--- config.mk ---
export PLATFORM = sky130hd
export DESIGN_NAME = apb_accum_array
export DESIGN_NICKNAME = d
export VERILOG_FILES = /design/src/rtl/apb_accum_pkg.sv /design/src/rtl/accum_channel.sv /design/src/rtl/apb_accum_array.sv
export SDC_FILE = /design/constraint.sdc
export NUM_CORES = 1
export LEC_CHECK = 0
export ABC_AREA = 1
export CAP_MARGIN = 10
export CELL_PAD_IN_SITES_DETAIL_PLACEMENT = 1
export CELL_PAD_IN_SITES_GLOBAL_PLACEMENT = 2
export CORE_MARGIN = 10
export CORE_UTILIZATION = 39
export DETAILED_ROUTE_END_ITERATION = 7
export MAX_ROUTING_LAYER = met4
export PLACE_DENSITY = 0.85
export SYNTH_ARGS = -nofsm -noshare
export SYNTH_HDL_FRONTEND = slang
export SYNTH_HIERARCHICAL = 1
export SYNTH_SLANG_ARGS = --single-unit
--- constraint.sdc ---
create_clock -name PCLK -period 3.2 [get_ports PCLK]
set_input_delay 0.64 -clock PCLK [delete_from_list [all_inputs] [get_ports PCLK]]
set_output_delay 0.64 -clock PCLK [all_outputs]
set_load 0.02 [all_outputs]
--- src/rtl/apb_accum_pkg.sv ---
// Shared types and register layout for the APB accumulator array.
// Offsets are word indices within a 16-byte channel window.
package apb_accum_pkg;

  typedef enum logic [1:0] {
    OP_OR  = 2'b00,
    OP_AND = 2'b01,
    OP_XOR = 2'b10,
    OP_ADD = 2'b11
  } op_e;

  localparam logic [1:0] REG_DATA = 2'd0;
  localparam logic [1:0] REG_CTRL = 2'd1;
  localparam logic [1:0] REG_RES  = 2'd2;
  localparam logic [1:0] REG_STAT = 2'd3;

  localparam int CTRL_START = 0;
  localparam int CTRL_CLEAR = 1;
  localparam int CTRL_MODE  = 2;

  localparam int STAT_BUSY = 0;
  localparam int STAT_OVF  = 1;
  localparam int STAT_DONE = 2;

endpackage

--- src/rtl/accum_channel.sv ---
// One accumulator channel: DATA/CONTROL/RESULT/STATUS registers,
// latency counter and ALU. Writes arrive only when the channel is idle.
module accum_channel
  import apb_accum_pkg::*;
#(
  parameter int DATA_W  = 32,
  parameter int ACC_LAT = 3
) (
  input  logic              clk_i,
  input  logic              rst_ni,
  input  logic              wr_i,
  input  logic [1:0]        reg_i,
  input  logic [DATA_W-1:0] wdata_i,
  output logic [DATA_W-1:0] rdata_o,
  output logic              busy_o,
  output logic              done_o
);

  localparam int CW = $clog2(ACC_LAT + 1);

  logic [DATA_W-1:0] data_q, data_d;
  logic [DATA_W-1:0] res_q, res_d;
  logic [DATA_W-1:0] snap_q, snap_d;
  op_e               mode_q, mode_d;
  logic              busy_q, busy_d;
  logic              ovf_q, ovf_d;
  logic              done_q, done_d;
  logic [CW-1:0]     cnt_q, cnt_d;

  logic [DATA_W-1:0] alu;
  logic              carry;
  logic              expire;
  op_e               wmode;

  assign wmode  = op_e'(wdata_i[CTRL_MODE+1:CTRL_MODE]);
  assign expire = busy_q && (cnt_q == CW'(1));

  always_comb begin
    carry = 1'b0;
    alu   = '0;
    unique case (mode_q)
      OP_OR:  alu = res_q | snap_q;
      OP_AND: alu = res_q & snap_q;
      OP_XOR: alu = res_q ^ snap_q;
      OP_ADD: {carry, alu} = {1'b0, res_q} + {1'b0, snap_q};
    endcase
  end

  always_comb begin
    data_d = data_q;
    res_d  = res_q;
    snap_d = snap_q;
    mode_d = mode_q;
    busy_d = busy_q;
    ovf_d  = ovf_q;
    done_d = done_q;
    cnt_d  = cnt_q;
    if (wr_i) begin
      unique case (reg_i)
        REG_DATA: data_d = wdata_i;
        REG_CTRL: begin
          mode_d = wmode;
          if (wdata_i[CTRL_CLEAR]) begin
            res_d = (wmode == OP_AND) ? '1 : '0;
            ovf_d = 1'b0;
          end else if (wdata_i[CTRL_START]) begin
            snap_d = data_q;
            busy_d = 1'b1;
            cnt_d  = CW'(ACC_LAT);
          end
        end
        REG_STAT: if (wdata_i[STAT_DONE]) done_d = 1'b0;
        default: ;
      endcase
    end
    // completion comes last so a same-cycle W1C loses to the set
    if (busy_q) begin
      cnt_d = cnt_q - CW'(1);
      if (expire) begin
        res_d  = alu;
        busy_d = 1'b0;
        done_d = 1'b1;
        if (mode_q == OP_ADD && carry) ovf_d = 1'b1;
      end
    end
  end

  always_ff @(posedge clk_i or negedge rst_ni) begin
    if (!rst_ni) begin
      data_q <= '0;
      res_q  <= '0;
      snap_q <= '0;
      mode_q <= OP_OR;
      busy_q <= 1'b0;
      ovf_q  <= 1'b0;
      done_q <= 1'b0;
      cnt_q  <= '0;
    end else begin
      data_q <= data_d;
      res_q  <= res_d;
      snap_q <= snap_d;
      mode_q <= mode_d;
      busy_q <= busy_d;
      ovf_q  <= ovf_d;
      done_q <= done_d;
      cnt_q  <= cnt_d;
    end
  end

  always_comb begin
    rdata_o = '0;
    unique case (reg_i)
      REG_DATA: rdata_o = data_q;
      REG_CTRL: rdata_o[CTRL_MODE+1:CTRL_MODE] = mode_q;
      REG_RES:  rdata_o = res_q;
      REG_STAT: begin
        rdata_o[STAT_BUSY] = busy_q;
        rdata_o[STAT_OVF]  = ovf_q;
        rdata_o[STAT_DONE] = done_q;
      end
    endcase
  end

  assign busy_o = busy_q;
  assign done_o = done_q;

endmodule

--- src/rtl/apb_accum_array.sv ---
// APB3 slave front end: address decode, per-channel stall and
// the PREADY/PRDATA/PSLVERR response mux over N_CH accumulators.
module apb_accum_array
  import apb_accum_pkg::*;
#(
  parameter int DATA_W  = 32,
  parameter int ADDR_W  = 8,
  parameter int N_CH    = 4,
  parameter int ACC_LAT = 3
) (
  input  logic              PCLK,
  input  logic              PRESETn,
  input  logic              PSEL,
  input  logic              PENABLE,
  input  logic              PWRITE,
  input  logic [ADDR_W-1:0] PADDR,
  input  logic [DATA_W-1:0] PWDATA,
  output logic [DATA_W-1:0] PRDATA,
  output logic              PREADY,
  output logic              PSLVERR,
  output logic [N_CH-1:0]   irq_o
);

  logic [ADDR_W-5:0]            ch;
  logic [1:0]                   rsel;
  logic [N_CH-1:0][DATA_W-1:0]  ch_rdata;
  logic [N_CH-1:0]              ch_busy;
  logic [N_CH-1:0]              ch_done;
  logic [N_CH-1:0]              ch_hit;
  logic [N_CH-1:0]              ch_wr;
  logic [DATA_W-1:0]            sel_rdata;
  logic                         sel_busy;
  logic                         ch_ok;
  logic                         access;
  logic                         addr_err;
  logic                         stall;
  logic                         err;
  logic                         done_ok;

  assign ch     = PADDR[ADDR_W-1:4];
  assign rsel   = PADDR[3:2];
  assign access = PSEL & PENABLE;

  always_comb begin
    ch_hit    = '0;
    ch_ok     = 1'b0;
    sel_busy  = 1'b0;
    sel_rdata = '0;
    for (int i = 0; i < N_CH; i++) begin
      if (int'(ch) == i) begin
        ch_hit[i] = 1'b1;
        ch_ok     = 1'b1;
        sel_busy  = ch_busy[i];
        sel_rdata = ch_rdata[i];
      end
    end
  end

  assign addr_err = (PADDR[1:0] != 2'b00) | ~ch_ok;
  assign stall    = access & ~addr_err & sel_busy;
  assign err      = access & ~stall &
                    (addr_err | (PWRITE & (rsel == REG_RES)));
  assign done_ok  = access & ~stall & ~err;

  assign PREADY  = ~stall;
  assign PSLVERR = err;
  assign PRDATA  = (done_ok & ~PWRITE) ? sel_rdata : '0;
  assign ch_wr   = (done_ok & PWRITE) ? ch_hit : '0;
  assign irq_o   = ch_done;

  for (genvar g = 0; g < N_CH; g++) begin : g_ch
    accum_channel #(
      .DATA_W  (DATA_W),
      .ACC_LAT (ACC_LAT)
    ) u_ch (
      .clk_i   (PCLK),
      .rst_ni  (PRESETn),
      .wr_i    (ch_wr[g]),
      .reg_i   (rsel),
      .wdata_i (PWDATA),
      .rdata_o (ch_rdata[g]),
      .busy_o  (ch_busy[g]),
      .done_o  (ch_done[g])
    );
  end

endmodule

==> impl_metrics.py, run 1 <==
metrics = {
    "worst_setup_path": {
        "worstPathRequired_ps": 2560,
        "slowest_stage": "dlygate4sd2_1",
        "critPathCaptureType": "output pin",
        "cp_max_fo": 8,
        "cp.arrival_ps": 2590,
        "r2r_slack_ps": 380,
        "cp-startpoint": "PADDR[3]",
        "criticalPathCategory": "input pin to output pin",
        "reg2reg_to": "g_ch[1].u_ch/res_q[7]$_DFF_PN0_",
        "cp.depth": 12,
        "r2r_start": "g_ch[0].u_ch/busy_o$_DFF_PN0_",
        "crit_family": "buffers and inverters",
        "slowest_delay_ps": 260,
        "reg2regPathDepth": 16,
        "path_cells": "dlygate4sd2_1 -> buf_12 -> buf_6 -> nor2_2 -> buf_4 -> nand2_1 -> o211ai_1 -> nand2_1 -> nand4_1 -> o21ai_0 -> nor2_1 -> buf_4",
        "cp-endpoint": "PRDATA[1]",
        "crit_buf_inv": 5,
        "crit_path_start_kind": "input pin",
    },
    "pwr": {
        "power.leakage_nw": 21.0,
        "p_sw_share_pct": 26.4,
        "pwr-share-seq_pct": 43.7,
        "ir_drop_uv": 397,
        "p_int_mw": 8.83,
        "totalPowerFinal_mw": 12.0,
        "combPwrFrac_pct": 6.8,
        "power_density_nw_per_um2": 302,
        "clock_power_share_pct": 49.5,
        "p_sw_mw": 3.16,
    },
    "timing": {
        "rsz0062_at_grt": "true",
        "fin_crit_sh_pct": 101,
        "setup_viol": 2,
        "fin_ws_ps": -26.8,
        "period_needed_ps": 3230,
        "finalHoldViolCount": 0,
        "relSlewSlack_pct": 42.5,
        "max_slew.worst_pin.slew_ps": 861,
        "fmax_ghz": 0.310,
        "clock_skew_ps": 38.7,
        "report.final.slew_viol_count": 0,
    },
    "die": {
        "placementRows": 108,
        "start_util_pct": 39.4,
        "die_width_um": 316,
        "core-area_um2": 86800,
        "io_pins": 83,
        "die-area_um2": 99800,
        "die_height_um": 316,
    },
    "clock_network": {
        "cts-htree-levels": 2,
        "clock_sinks": 412,
        "root_buffer": "clkbuf_16",
        "cts_buffer_depth": 3,
        "cts_made_buffers": 52,
        "cts_tree": "yes",
        "worstSkewPairLatency_ps": 660,
        "clk_pin_slew_ps": 60,
    },
    "drt": {
        "drc": 0,
        "via_count": 35500,
        "dr.pass1.iters": 5,
        "via_per_inst": 5.44,
        "ant_nets": 0,
        "routed_wl_mm": 153,
        "drt-initial-drc-count": 2773,
        "routedWlPerCell_um": 23.5,
    },
    "placement": {
        "dp_slack_ps": -752,
        "port_buffers": 82,
        "hpwl_mm": 122,
        "globalplace.congestion": 0.995,
    },
    "yosys": {
        "syn-cell-area_um2": 34100,
        "yosysMostFrequentCell": "nand2_1",
        "synth_edf_count": 0,
        "ys_types": 43,
        "synth_area_per_cell_um2": 6.66,
        "netlist.area_leader.share_pct": 30.2,
        "ys_seq_area_share_pct": 30.2,
        "synth_commonest_cells": "nand2_1, inv_1, o21ai_0, dfrtp_1, nand3_1",
        "synth-async-reset-ratio_pct": 100,
        "ys_warn_count": 6,
        "synthTopCellsByArea": "dfrtp_1, nand2_1, inv_1",
        "synth.net_count": 5439,
        "ys.flop_type": "dfrtp_1",
        "post-synth-top-area-cell": "dfrtp_1",
        "synthCells": 5130,
        "ys_ff_latch": 412,
    },
    "global_route": {
        "grt_max_degree": 66,
        "grt_pass1_wl_mm": 231,
        "antenna_found_initial": 15,
        "grt_usage_pct": 31.3,
        "grt_pass1_vias": 36000,
        "gr-total-overflow": 0,
    },
    "final_layout": {
        "drive_gt1_share_pct": 12.8,
        "fillers": 11300,
        "layout.nets": 5622,
        "area_growth_pct": 16.1,
    },
    "worst_hold_path": {
        "hp-class": "register to register",
    },
    "status": {
        "failed_checks": "negative setup slack",
        "outcome": "finished, violations left",
    },
    "flow_run": {
        "cap_violations": 0,
    },
}
power groups by stage:
stage               Sequential, mW  Combinational, mW  Clock [mW]
floorplan                     5.33              0.266           0
global placement              5.34              0.778           0
detailed placement            5.34              0.785           0
CTS                           5.24              0.801        6.03
global route                  5.24              0.869        6.23
finish                        5.25              0.813        5.93
state kept, by name (all words and copies together) (netlist names):
register,cells
g_ch.u_ch/busy_o,4
g_ch.u_ch/cnt_q,8
g_ch.u_ch/res_q,128
g_ch.u_ch/data_q,128
g_ch.u_ch/ovf_q,4
g_ch.u_ch/done_o,4
g_ch.u_ch/mode_q,8
g_ch.u_ch/snap_q,128
worst min path at each step:
stage	start	endpoint	slack, ps	cells after the start
after floorplan	PRESETn	g_ch[0].u_ch/busy_o$_DFF_PN0_	340	0
after global placement	g_ch[3].u_ch/ovf_q$_DFF_PN0_	g_ch[3].u_ch/ovf_q$_DFF_PN0_	480	2
after detailed placement	g_ch[3].u_ch/ovf_q$_DFF_PN0_	g_ch[3].u_ch/ovf_q$_DFF_PN0_	480	2
after CTS	g_ch[3].u_ch/ovf_q$_DFF_PN0_	g_ch[3].u_ch/ovf_q$_DFF_PN0_	500	2
after global routing	g_ch[3].u_ch/ovf_q$_DFF_PN0_	g_ch[3].u_ch/ovf_q$_DFF_PN0_	520	2
final	g_ch[3].u_ch/ovf_q$_DFF_PN0_	g_ch[3].u_ch/ovf_q$_DFF_PN0_	500	2
what timing repair did:
item                                    in CTS  in global routing
hold buffers                                 1                  0
resized for setup                          173                 34
pin swaps                                   13                 14
gates cloned                                 2                  0
hold endpoints to repair                    15                  0
endpoints found under the setup margin      34                 33
buffers inserted                             7                  2
area by class of cell:
type                            instances  area [um^2]  area share [%]
Multi-Input combinational cell       3587        19500            49.1
Clock buffer                           72         1490            3.75
Clock inverter                         24          200           0.505
Antenna cell                            7         17.5          0.0442
Sequential cell                       412        10300            26.0
Tap cell                             1155         1450            3.65
Inverter                              949         3560            8.98
Timing Repair Buffer                  311         3170            7.99
cells by family (layout without fill, tap and decap cells):
group,count (synthesis),after routing,synth area share (%)
XOR/XNOR,6,6,0.154
AND/OR/NAND/NOR,2313,2313,29.5
flip-flops,412,412,30.2
buffers and inverters,1131,1356,13.0
multiplexers,112,112,3.69
other,0,7,0
adder cells (fa/ha/maj),264,264,9.76
AO/OA/AOI/OAI,892,892,13.7
worst register-to-register path: stages (launching register included):
cell and delay [ps]:
dfrtp_1 390, buf_4 170, nand3_1 90, nand2_1 90
o21ai_4 160, buf_4 160, nand4_1 80, buf_4 190
nor2_1 250, nand3_2 180, nor2_2 150, buf_4 240
inv_1 90, buf_4 170, a21oi_1 160, a21o_1 100
inv_1 30
stage by stage:
step / utilization [%] / cells / hold slack (ps) / cell area (um^2) / TNS [ps]
after floorplan: - / 5130 / 344 / 34100 / 0
after global placement: 43.6 / 6402 / 476 / 37900 / -131090
after detailed placement: 43.6 / 6402 / 483 / 37900 / -149780
after CTS: 45.6 / 6508 / 498 / 39600 / 0
after global routing: 45.7 / 6515 / 519 / 39600 / -461
final: 45.7 / 6517 / 500 / 39600 / -29.1
placed cells by master (no fill, tap or decap), types with 52 or more instances in the layout:
cell type  netlist  routed
nor2_1         211     203
nand2_1       1470    1468
mux2_2          81      81
a21oi_1        287     286
buf_12           0      55
o21ai_1         60      83
inv_2           46      52
nand2_2         52      54
nor2_2          57      64
o21ai_0        483     456
nand4_1         72      72
buf_4           16     182
clkbuf_16        0      52
nand3_1        352     352
inv_1          900     894
dfrtp_1        412     412
ha_1           260     260
per-layer routing:
metal  wire [um]  vias to the layer above  global-route usage (%)
met4        4680                        0                    9.35
met3        8780                      195                    3.66
li1            -                    16600                       -
met1       69500                    17700                    41.5
met2       70400                     1002                    49.6
met5           0                        -                       -
Power figures use the tool's default switching activity.
==> run 2: changes to the inputs <==
--- a/config.mk
+++ b/config.mk
@@ -12,6 +12,7 @@
 export CORE_MARGIN = 10
 export CORE_UTILIZATION = 39
 export DETAILED_ROUTE_END_ITERATION = 7
+export GPL_TIMING_DRIVEN = 1
 export MAX_ROUTING_LAYER = met4
 export PLACE_DENSITY = 0.85
 export SYNTH_ARGS = -nofsm -noshare
==> results of run 2 <==
No change in the layout: final DEF, timing and power equal those of run 1.
